### src/rtl/scene_sequencer.sv
// scene_sequencer: frame-synchronous scene script player with host override.
// Every output and state update lands on a vsync rising edge.
module scene_sequencer #(
  parameter int NUM_SCENES   = 4,
  parameter int BLANK_FRAMES = 2
) (
  input  logic       clk,
  input  logic       rst_n,
  input  logic       vsync,
  input  logic       host_override,
  input  logic [7:0] host_background,
  input  logic [5:0] host_solid_color,
  input  logic       host_audio_en,
  output logic [7:0] background_state,
  output logic [5:0] solid_color,
  output logic       audio_en,
  output logic [1:0] scene_index,
  output logic       frame_tick
);

  typedef enum logic [1:0] {
    WAIT,
    PLAY,
    BLANK,
    HOST
  } state_t;

  typedef struct packed {
    logic [7:0] bg;
    logic [5:0] col;
    logic       aud;
  } look_t;

  localparam logic [1:0] LAST_IDX   = 2'(NUM_SCENES - 1);
  localparam logic [3:0] BLANK_LAST = 4'(BLANK_FRAMES - 1);
  localparam bit         NO_BLANK   = (BLANK_FRAMES == 0);

  function automatic look_t rom_look(input logic [1:0] idx);
    look_t l;
    unique case (idx)
      2'd0: l = '{bg: 8'h00, col: 6'h30, aud: 1'b0};
      2'd1: l = '{bg: 8'h01, col: 6'h0C, aud: 1'b1};
      2'd2: l = '{bg: 8'h02, col: 6'h03, aud: 1'b1};
      2'd3: l = '{bg: 8'h03, col: 6'h3F, aud: 1'b0};
    endcase
    return l;
  endfunction

  // a zero-length scene still shows for one frame
  function automatic logic [7:0] rom_dur(input logic [1:0] idx);
    logic [7:0] d;
    unique case (idx)
      2'd0: d = 8'd120;
      2'd1: d = 8'd240;
      2'd2: d = 8'd180;
      2'd3: d = 8'd60;
    endcase
    return (d == 8'd0) ? 8'd1 : d;
  endfunction

  logic        vsync_q;
  logic        tick;
  logic [15:0] host_raw;
  logic [15:0] sync1;
  logic [15:0] sync2;
  logic [15:0] sync_prev;
  logic        stable;
  logic        ovr;
  look_t       host_sync;

  state_t      state_q, state_d;
  state_t      ret_q, ret_d;
  logic [1:0]  idx_q, idx_d;
  logic [7:0]  fcnt_q, fcnt_d;
  logic [3:0]  bcnt_q, bcnt_d;
  look_t       out_q, out_d;
  look_t       host_q, host_d;
  logic        tick_q;

  logic [1:0]  idx_inc;
  logic [7:0]  dur_last;
  look_t       cur_look;
  look_t       nxt_look;

  assign tick      = vsync & ~vsync_q;
  assign host_raw  = {host_override, host_background,
                      host_solid_color, host_audio_en};
  assign stable    = (sync2 == sync_prev);
  assign ovr       = sync2[15];
  assign host_sync = sync2[14:0];

  assign idx_inc  = (idx_q == LAST_IDX) ? 2'd0 : idx_q + 2'd1;
  assign dur_last = rom_dur(idx_q) - 8'd1;
  assign cur_look = rom_look(idx_q);
  assign nxt_look = rom_look(idx_inc);

  // sync_prev lets us reject a bundle caught mid-update
  always_ff @(posedge clk or negedge rst_n) begin
    if (!rst_n) begin
      vsync_q   <= 1'b0;
      sync1     <= '0;
      sync2     <= '0;
      sync_prev <= '0;
    end else begin
      vsync_q   <= vsync;
      sync1     <= host_raw;
      sync2     <= sync1;
      sync_prev <= sync2;
    end
  end

  always_ff @(posedge clk or negedge rst_n) begin
    if (!rst_n) begin
      state_q <= WAIT;
      ret_q   <= PLAY;
      idx_q   <= '0;
      fcnt_q  <= '0;
      bcnt_q  <= '0;
      out_q   <= '0;
      host_q  <= '0;
      tick_q  <= 1'b0;
    end else begin
      state_q <= state_d;
      ret_q   <= ret_d;
      idx_q   <= idx_d;
      fcnt_q  <= fcnt_d;
      bcnt_q  <= bcnt_d;
      out_q   <= out_d;
      host_q  <= host_d;
      tick_q  <= tick;
    end
  end

  always_comb begin
    state_d = state_q;
    ret_d   = ret_q;
    idx_d   = idx_q;
    fcnt_d  = fcnt_q;
    bcnt_d  = bcnt_q;
    out_d   = out_q;
    host_d  = (tick && stable) ? host_sync : host_q;
    if (tick) begin
      unique case (state_q)
        WAIT: begin
          idx_d  = '0;
          fcnt_d = '0;
          bcnt_d = '0;
          ret_d  = PLAY;
          if (ovr) begin
            state_d = HOST;
            out_d   = host_d;
          end else begin
            state_d = PLAY;
            out_d   = rom_look(2'd0);
          end
        end
        PLAY: begin
          if (ovr) begin
            state_d = HOST;
            ret_d   = PLAY;
            out_d   = host_d;
          end else if (fcnt_q == dur_last) begin
            fcnt_d = '0;
            idx_d  = idx_inc;
            if (NO_BLANK) begin
              out_d = nxt_look;
            end else begin
              state_d = BLANK;
              bcnt_d  = '0;
              out_d   = '0;
            end
          end else begin
            fcnt_d = fcnt_q + 8'd1;
          end
        end
        BLANK: begin
          if (ovr) begin
            state_d = HOST;
            ret_d   = BLANK;
            out_d   = host_d;
          end else if (bcnt_q == BLANK_LAST) begin
            state_d = PLAY;
            bcnt_d  = '0;
            out_d   = cur_look;
          end else begin
            bcnt_d = bcnt_q + 4'd1;
          end
        end
        HOST: begin
          if (ovr) begin
            out_d = host_d;
          end else begin
            state_d = ret_q;
            out_d   = (ret_q == PLAY) ? cur_look : '0;
          end
        end
      endcase
    end
  end

  assign background_state = out_q.bg;
  assign solid_color      = out_q.col;
  assign audio_en         = out_q.aud;
  assign scene_index      = idx_q;
  assign frame_tick       = tick_q;

endmodule

### config.mk
export PLATFORM = sky130hd
export DESIGN_NAME = scene_sequencer
export DESIGN_NICKNAME = d
export VERILOG_FILES = /design/src/rtl/scene_sequencer.sv
export SDC_FILE = /design/constraint.sdc
export NUM_CORES = 1
export LEC_CHECK = 0
export BUFFER_PORTS_ARGS = -buffer_cell sky130_fd_sc_hd__buf_4
export CORE_MARGIN = 10
export CORE_UTILIZATION = 35
export CTS_CLUSTER_DIAMETER = 60
export DETAILED_ROUTE_END_ITERATION = 10
export GPL_TIMING_DRIVEN = 0
export RECOVER_POWER = 50
export SKIP_LAST_GASP = 1
export SYNTH_ARGS = -nofsm -noshare
export SYNTH_HDL_FRONTEND = slang
export SYNTH_SLANG_ARGS = --single-unit
### constraint.sdc
create_clock -name clk -period 3.15 [get_ports clk]
set_input_delay 0.315 -clock clk [delete_from_list [all_inputs] [get_ports clk]]
set_output_delay 0.315 -clock clk [all_outputs]
set_load 0.005 [all_outputs]
==> reports/results.tsv <==
stage	metric	value	unit
floorplan	die_area	16000	sq um
yosys	synthXorXnorAreaFrac	4.87	%
run_status	status	finished, violations left	
clocking	cts_hold_buffers	0	
grt	grt_max_degree	99	
setup_path	required	3.38	ns
power_and_ir_drop	peakVddDrop	0.000464	V
detailed_routing	via_per_inst	4.94	
clocking	cts_max_level	3	
clocking	clkLatencyLatePin	0.34	ns
yosys	muxShareOfSynthArea	4.77	%
clocking	root_buffer	clkbuf_16	
layout	n_antenna_cell	0	
power_and_ir_drop	combPwrFrac	20.5	%
detailed_routing	num_vias	2458	
detailed_routing	drc	0	
yosys	synth.avg_cell_area	12.9	sq um
clocking	path_clk_slew	0.07	ns
run_status	violations	max-capacitance violations, max-slew violations	
job	cap_viol_max_count	1	
layout	filler_cell_count	1040	
sta	tns	0	ns
clocking	cts_sinks	98	
yosys	synth_fp_nets	332	
setup_path	worst_r2r_path_depth	8	
sta	worstMarginPinSlew	2.35	ns
layout	layout.cells.most_common	dfrtp_1	
sta	fmax	363	MHz
sta	finalClockSkew	0.00457	ns
layout	final_nets	379	
setup_path	crit_path_end_kind	flip-flop	
yosys	synthTopCellsByArea	dfrtp_1, mux2_2, o21ai_0	
sta	drv_slew	99	
placed_design	portBuffers	36	
floorplan	die_x	126	um
clocking	numCtsBuffers	9	
setup_path	crit_fanout	8	
setup_path	cp-start-kind	flip-flop	
sta	fin_ws	0.394	ns
floorplan	ios	37	
clocking	clockBufferDepth	2	
setup_path	arrival	2.98	ns
yosys	synth_enable_flop_cells	0	
yosys	synth.largest_area_cell	dfrtp_1	
setup_path	crit_type	flip-flop to flip-flop	
placed_design	gp_congestion	0.795	
power_and_ir_drop	p_int	2.31	mW
setup_path	rrSetupSlack	0.39	ns
sta	min_period	2.76	ns
yosys	syn-cell-area	3960	sq um
grt	grt_util_all_layers	9.82	%
yosys	synth_compound_area_share	10.9	%
grt	grt_overflow	0	
placed_design	dpl_worst_slack	0.397	ns
detailed_routing	postRouteAntennaNets	0	
sta	hold_viol	0	
layout	drive_above_1_share	24.3	%
power_and_ir_drop	power_frac_seq	46.0	%
yosys	ys_seq_area_share	62.0	%
layout	syn_to_final_growth	18.2	%
sta	min_period_over_period	87.5	%
floorplan	core	10900	sq um
sta	rsz0062_at_grt	false	
yosys	synthSimpleGateAreaFrac	12.0	%
layout	seqCellArea	2450	sq um
floorplan	std_cell_rows	38	
hold_path	hold_depth	1	
sta	slew_headroom	-56.7	%
yosys	synth_top_area_share	61.3	%
yosys	yosysWarnings	0	
power_and_ir_drop	p_leak	2.15	nW
clocking	cts_resized	0	
power_and_ir_drop	switching_share	29.2	%
clocking	postCtsSetupRepairBufs	0	
layout	multi_input_area	1370	sq um
clocking	cts_tree	built	
placed_design	dp_hpwl	5.30	mm
detailed_routing	routed_wl	7.65	mm
yosys	async_flop_share	100	%
yosys	synth_cell_types	57	
grt	grt_pass1_vias	2516	
grt	grt_first_pass_wirelength	12.8	mm
grt	antenna_found_initial	0	
yosys	ys.flop_type	dfrtp_1	
detailed_routing	wl_per_cell	15.4	um
floorplan	initial_utilization	36.2	%
yosys	synth_top_family_by_area	simple AND/OR/NAND/NOR gates	
yosys	synth-seq-cells	98	
yosys	synth_fa_ha_area_share	2.21	%
yosys	syn-instance-count	306	
floorplan	die_h	126	um
power_and_ir_drop	p_per_area	696	nW/um^2
power_and_ir_drop	p_sw	952	uW
sta	setup_viol	0	
hold_path	hp-class	input port to flip-flop	
layout	layout_common_cells	dfrtp_1, nor2_1, o21ai_0, clkbuf_4, nand2_1	
power_and_ir_drop	clkPwrFrac	33.5	%
detailed_routing	drt_iter0_drc	101	
detailed_routing	dr.pass1.iters	5	
## Yosys cell counts, types with 4 or more instances
cell type  number
nor2_1         21
clkbuf_1        4
dfrtp_1        97
nand2b_1        5
ha_1            7
xor2_1         12
nand4_1         6
mux2_2         11
inv_1          10
o21ai_0        21
xnor2_1        10
a22o_1          7
buf_6           4
nand3_1         8
nand2_1        18
## power by group through the flow
stage	registers, mW	logic (mW)	clock network, mW
final	1.50	0.668	1.09
after global routing	1.52	0.759	1.17
after CTS	1.50	0.690	1.12
after detailed placement	1.52	0.686	0
after global placement	1.52	0.673	0
after floorplan	1.50	0.452	0
## cell type report
cell class / count / area share, %
flip-flops and latches: 98 / 52.4
inverters: 10 / 0.802
clock buffers: 11 / 4.97
plain buffers: 11 / 1.98
repair buffers: 36 / 5.48
multi-input cells: 187 / 29.2
well taps: 140 / 3.74
clock inverters: 5 / 1.36
## logic make-up after synthesis
family                   after synthesis
flip-flops                            98
buffers and inverters                 21
multiplexers                          16
XOR/XNOR                              22
adder cells (fa/ha/maj)                7
AND/OR/NAND/NOR                       84
AO/OA/AOI/OAI                         58
## registers in the layout (all words and copies together) (netlist names)
name              cells
fcnt_q                8
sync2                16
state_q               2
host_q               15
solid_color           6
sync1                16
bcnt_q                4
ret_q                 2
background_state      8
audio_en              1
vsync_q               1
scene_index           2
frame_tick            1
sync_prev            16
## path summary, 6_finish.rpt
path,from,to
min,host_override,sync1[15]
min reg2reg,sync1[6],sync2[6]
max reg2reg,scene_index[0],solid_color[3]
max,scene_index[0],solid_color[3]
max in group asynchronous,rst_n,frame_tick
min in group asynchronous,rst_n,fcnt_q[3]
## worst max-delay path, cell delays in order (launching register included)
cell and delay [ns]:
dfrtp_1 0.44, inv_1 0.10, ha_1 0.41, xnor2_1 0.22
mux2_4 0.34, o31ai_4 0.41, o311a_1 0.28, o21ai_2 0.09
o32a_1 0.35
## through the flow
step	cell area, sq um	power, mW	utilization [%]	cells	hold WS, ns
2_1_floorplan	3960	1.95	-	306	0.0194
3_3_place_gp	4410	2.19	40.3	482	0.332
3_5_place_dp	4410	2.21	40.3	482	0.335
4_1_cts	4700	3.31	43.0	498	0.0578
5_1_grt	4680	3.45	42.8	498	0.0815
6_report	4680	3.26	42.8	498	0.0942
## layer usage
metal	vias up	share of wire, %	global-route usage, %
met1	1223	46	12.3
met3	8	5.3	3.50
met2	50	47	15.3
met4	0	1.3	3.48
li1	1177	-	-
met5	-	0	0
No activity file was read; power rests on OpenSTA's default activity.
